$ cat src/rtl/stitched_pipeline_stall.sv
// Ready/valid pipeline: NUM_STAGES combinational stages between NUM_STAGES+1 register ranks, with bubble collapsing.
// Optional registered occupancy output enabled by defining STITCHED_PIPELINE_OCCUPANCY_EN.
module stitched_pipeline_stall #(
    parameter int DATA_WIDTH = 32,
    parameter int NUM_STAGES = 2
) (
    input  logic                  clk,
    input  logic                  rst,
    input  logic                  in_valid,
    output logic                  in_ready,
    input  logic [DATA_WIDTH-1:0] x,
    output logic [DATA_WIDTH-1:0] out,
    output logic                  out_valid,
    input  logic                  out_ready
`ifdef STITCHED_PIPELINE_OCCUPANCY_EN
    ,
    output logic [$clog2(NUM_STAGES+2)-1:0] occupancy
`endif
);

    localparam int N = NUM_STAGES;
    localparam int W = DATA_WIDTH;

    logic [N:0]        valid_q;
    logic [N:0]        valid_d;
    logic [N:0]        load;
    logic [N:0][W-1:0] data_q;
    logic [N:0][W-1:0] data_nx;

    for (genvar k = 0; k <= N; k++) begin : g_rank
        logic [W-1:0] src;
        logic         src_valid;

        if (k == 0) begin : g_in
            assign src       = x;
            assign src_valid = in_valid;
        end else begin : g_stage
            if (((k - 1) % 2) == 0) begin : g_even
                assign src = data_q[k-1] + W'(1);
            end else begin : g_odd
                assign src = {data_q[k-1][W-1:1] + (W-1)'(1), data_q[k-1][0]};
            end
            assign src_valid = valid_q[k-1];
        end

        // Unrolled form of load_k = ~valid_k | load_{k+1}: a rank can load
        // whenever the consumer takes or any rank from here downstream is empty.
        assign load[k]    = out_ready | ~(&valid_q[N:k]);
        assign valid_d[k] = load[k] ? src_valid : valid_q[k];
        assign data_nx[k] = (load[k] && src_valid) ? src : data_q[k];
    end

    assign in_ready  = rst & load[0];
    assign out       = data_q[N];
    assign out_valid = valid_q[N];

    always_ff @(posedge clk) begin
        data_q <= data_nx;
    end

    always_ff @(posedge clk) begin
        if (!rst) begin
            valid_q <= '0;
        end else begin
            valid_q <= valid_d;
        end
    end

`ifdef STITCHED_PIPELINE_OCCUPANCY_EN
    always_ff @(posedge clk) begin
        if (!rst) begin
            occupancy <= '0;
        end else begin
            occupancy <= ($clog2(NUM_STAGES+2))'($countones(valid_d));
        end
    end
`endif

endmodule

$ cat config.mk
export PLATFORM = sky130hd
export DESIGN_NAME = stitched_pipeline_stall
export DESIGN_NICKNAME = d
export VERILOG_FILES = /design/src/rtl/stitched_pipeline_stall.sv
export SDC_FILE = /design/constraint.sdc
export NUM_CORES = 1
export LEC_CHECK = 0
export CAP_MARGIN = 20
export CORE_ASPECT_RATIO = 1.1
export CORE_MARGIN = 5
export CORE_UTILIZATION = 60
export CTS_BUF_LIST = sky130_fd_sc_hd__clkbuf_2
export DETAILED_ROUTE_END_ITERATION = 12
export GPL_ROUTABILITY_DRIVEN = 0
export GPL_TIMING_DRIVEN = 1
export PLACE_DENSITY = 0.86
export SLEW_MARGIN = 25
export SYNTH_ARGS = -nofsm -noshare
export SYNTH_HDL_FRONTEND = slang
export SYNTH_SLANG_ARGS = --single-unit
$ cat constraint.sdc
create_clock -name clk -period 5.04 [get_ports clk]
set_input_delay 0.504 -clock clk [delete_from_list [all_inputs] [get_ports clk]]
set_output_delay 0.504 -clock clk [all_outputs]
set_load 0.05 [all_outputs]
* Word-level counts from Yosys, hierarchy flattened
Cells that the tools add are included.
** Operators by class
- $add $sub $neg :: 2
- Bitwise operators :: 7
- Reductions and logical operators :: 5
** Operator list (count)
- $add 32x1->32 const B :: 1
- $add 31x1->31 const B :: 1
- $logic_and 1x1->1 :: 3
- $not 1->1 :: 3
- $or 1x1->1 :: 3
- $reduce_and 3->1 :: 1
- $reduce_and 2->1 :: 1
- $and 1x1->1 :: 1
** Word-level totals
- Register bits after elaboration :: 99
- Input bits :: 36
- Output and inout bits :: 34
- Word-level logic and storage cells :: 20

* Depth between registers and ports, before layout
- Depth in word-level cells :: 4
- Depth in mapped cells :: 5
- Mapped depth without buffers :: 5

* Worst setup path before layout
OpenSTA, ideal clock, no wires.
- Path kind :: reg2reg
- From :: reg valid_q[2]
- To :: reg data_q[32] (netlist bit), enable pin
- Library setup time :: 0.470 ns
- Data arrival time :: 3.106 ns
- Required time :: 4.570 ns
- Slack :: 1.464 ns
- Cell stages (with the launch flop) :: 3
- Buffers on the path :: 0
- Clock period less this slack :: 3.576 ns
- Cells stage by stage :: dfxtp_1 > nor2b_1 > a21boi_0
** On the way
- Longest elaborated chain between the ends :: 4
** Ends and longest elaborated chain
- start, declared :: RTL line 24 : logic [N:0] valid_q;
- start signal, assigned :: RTL line 65 : valid_q <= valid_d;
- $reduce_and 2->1 :: RTL line 48 : assign load[k] = out_ready | ~(&valid_q[N:k]);
- $not 1->1 :: RTL line 48
- $or 1x1->1 :: RTL line 48
- $logic_and 1x1->1 :: RTL line 50 : assign data_nx[k] = (load[k] && src_valid) ? src : data_q[k];
- end signal, assigned :: RTL line 58 : data_q <= data_nx;
- end, declared :: RTL line 27 : logic [N:0][W-1:0] data_q;
No other way between the ends.
A chain may end at the register's enable or synchronous reset.

* Worst setup path in the final report
- From :: in out_ready
- To :: out in_ready
** On the way
- Longest elaborated chain between the ends :: 2
** Ends and longest elaborated chain
- start, declared :: RTL line 14 : input logic out_ready
- $or 1x1->1 :: RTL line 48
- $and 1x1->1 :: RTL line 53 : assign in_ready = rst & load[0];
- end, declared :: RTL line 10 : output logic in_ready,
No other way between the ends.

==> flow_metrics.env <==
export IMPL_slew_violations=0
export IMPL_start_util_pct=60.4
export IMPL_slowest_delay_ps=690
export IMPL_wirelength_um=6060
export IMPL_worst_slack_ps=2130
export IMPL_synth_compound_area_share_pct=0.761
export IMPL_worstPathArrival_ps=2410
export IMPL_yosysUniqueCellTypes=30
export IMPL_area_growth_pct=14.9
export IMPL_ys_seq_area_share_pct=66.3
export IMPL_row_count=33
export IMPL_grt_pass1_vias=2373
export IMPL_syn_area_per_cell_sq_um=14.4
export IMPL_hold_buffers=0
export IMPL_synth_fa_ha_area_share_pct=0.564
export IMPL_clk_latency_ps=520
export IMPL_synth_top_family_by_area="simple AND/OR/NAND/NOR gates"
export IMPL_syn_area_sq_um=4440
export IMPL_fin_setup_tns_ps=0
export IMPL_finalSetupViolCount=0
export IMPL_die_w_um=92.0
export IMPL_synthTopCellsByArea="edfxtp_1 65%, xnor2_1 9.1%, buf_4 5.4%"
export IMPL_fmax_mhz=343
export IMPL_cellLeakagePower_nw=1.71
export IMPL_grt_max_degree=33
export IMPL_synth_largest_area_cell="edfxtp_1"
export IMPL_cts_root_buffer="clkbuf_2"
export IMPL_end_kind="primary output"
export IMPL_synth_top_cell_area_share_pct=64.9
export IMPL_drive_above_1_share_pct=8.06
export IMPL_via_per_inst=5.19
export IMPL_h_tree_depth=3
export IMPL_vdd_drop_max_mv=0.175
export IMPL_crit_family="buffers and inverters"
export IMPL_path_class="in -> out"
export IMPL_pre_cts_ws_ps=2130
export IMPL_ctsResizeCount=0
export IMPL_syn_nets=347
export IMPL_slew_headroom_pct=35.5
export IMPL_wl_per_cell_um=13.5
export IMPL_clock_sinks=99
export IMPL_cts_setup_buffers=0
export IMPL_slowest_stage="clkdlybuf4s50_1"
export IMPL_crit_fanout=6
export IMPL_tightest_slew_ps=967
export IMPL_die_area_sq_um=9220
export IMPL_finalHoldViolCount=0
export IMPL_numCtsBuffers=9
export IMPL_cellPowerDensity_nw_per_um2=281
export IMPL_finClkSkew_ps=26.7
export IMPL_diodes=0
export IMPL_synth_edff_count=96
export IMPL_path_buf_inv=2
export IMPL_required_ps=4540
export IMPL_final_util_pct=69.4
export IMPL_drc_errors=0
export IMPL_port_buffer_count=69
export IMPL_vias=2318
export IMPL_async_flop_share_pct=0
export IMPL_period_share_pct=57.8
export IMPL_synth_seq_cells=99
export IMPL_grt_ovfl_total=0
export IMPL_io_pins=70
export IMPL_yosys_area_share_simple_pct=14.3
export IMPL_rsz0062_at_grt="no"
export IMPL_firstDrtPassIters=4
export IMPL_cpMostUsedCell="clkdlybuf4s50_1"
export IMPL_dp_final_hpwl_um=4740
export IMPL_placed_cell_area_sq_um=5010
export IMPL_drv_cap=0
export IMPL_drt_iter0_drc=71
export IMPL_status="complete, no violations"
export IMPL_postSynthCellCount=309
export IMPL_crit_chain="clkdlybuf4s50_1, nor2b_1, nand3_1, and2_1, clkdlybuf4s50_1"
export IMPL_cp_start_kind="input port"
export IMPL_clockBufferDepth=2
export IMPL_synth_xor_area_share_pct=11.6
export IMPL_ys_flop_type="edfxtp_1"
export IMPL_synth_most_common_cell="edfxtp_1"
export IMPL_grt_pass1_wl_um=10700
export IMPL_cts_tree="yes"
export IMPL_core_area_sq_um=7350
export IMPL_nets=393
export IMPL_hold_slack_ps=454
export IMPL_ant_nets=0
export IMPL_period_needed_ps=2910
export IMPL_muxShareOfSynthArea_pct=0
export IMPL_path_clk_slew_ps=240
export IMPL_hold_path_class="reg -> reg"
export IMPL_grtUsageTotal_pct=14.7
export IMPL_ys_top_cells_by_count="96 x edfxtp_1, 46 x xnor2_1, 32 x buf_4, 25 x nand3_1, 18 x nand2_1"
export IMPL_yosys_warnings=0
export IMPL_postLayoutCellArea_sq_um=5100
export IMPL_antenna_found_initial=0
export IMPL_die_h_um=100
final timing paths:
path | startpoint | end | slack, ps | cells past startpoint
max reg2reg | data_q[0] | data_q[48] | 3110 | 5
max | out_ready | in_ready | 2130 | 5
min reg2reg | data_q[32] | out[0] | 450 | 0
min | data_q[32] | out[0] | 450 | 0
cells in the final DEF (no fill, tap or decap), types with 3 or more instances in the layout:
master           instances
edfxtp_1                96
clkdlybuf4s50_1         69
xnor2_1                 46
nand3_1                 25
nand2_1                 18
nand4_1                 13
xor2_1                  13
clkbuf_2                12
nor2_1                  10
and3_1                   9
inv_1                    6
and4_1                   5
nor3_1                   4
nor4_4                   3
and2_1                   3
dfxtp_1                  3
flip-flops by register name, summed over array words and instances, names as in the netlist:
signal / count
out: 32
valid_q: 3
data_q: 64
report_power, final:
part / switching [mW] / internal (mW) / total, mW
clock: 0.236 / 0.0714 / 0.308
sequential: 0.0360 / 0.957 / 0.993
combinational: 0.0696 / 0.0646 / 0.134
layer usage:
metal | share of wire [%] | GRT usage (%) | vias up
li1 | - | - | 1190
met1 | 41 | 16.8 | 1051
met2 | 49 | 24.2 | 67
met3 | 9.0 | 5.62 | 10
met4 | 1.4 | 7.54 | 0
met5 | 0 | 0 | -
through the flow:
stage                     power (mW)  cells
after CTS                       1.45    447
after global placement          1.14    431
after floorplan                 1.09    309
final                           1.43    447
after global routing            1.50    447
after detailed placement        1.15    431
kinds of logic after synthesis:
kind of cell	Yosys count
simple gates	102
compound gates	5
xor+xnor	59
fa+ha+maj	2
flops	99
buf+inv	42
layout make-up:
class | count | area, sq um
multi-input combinational | 168 | 1230
timing repair buffer | 71 | 706
clock buffer | 12 | 60.1
sequential | 99 | 2940
inverter | 6 | 22.5
tap | 87 | 109
clock inverter | 4 | 26.3
fill | 512 | 2250
Power figures use the tool's default switching activity.
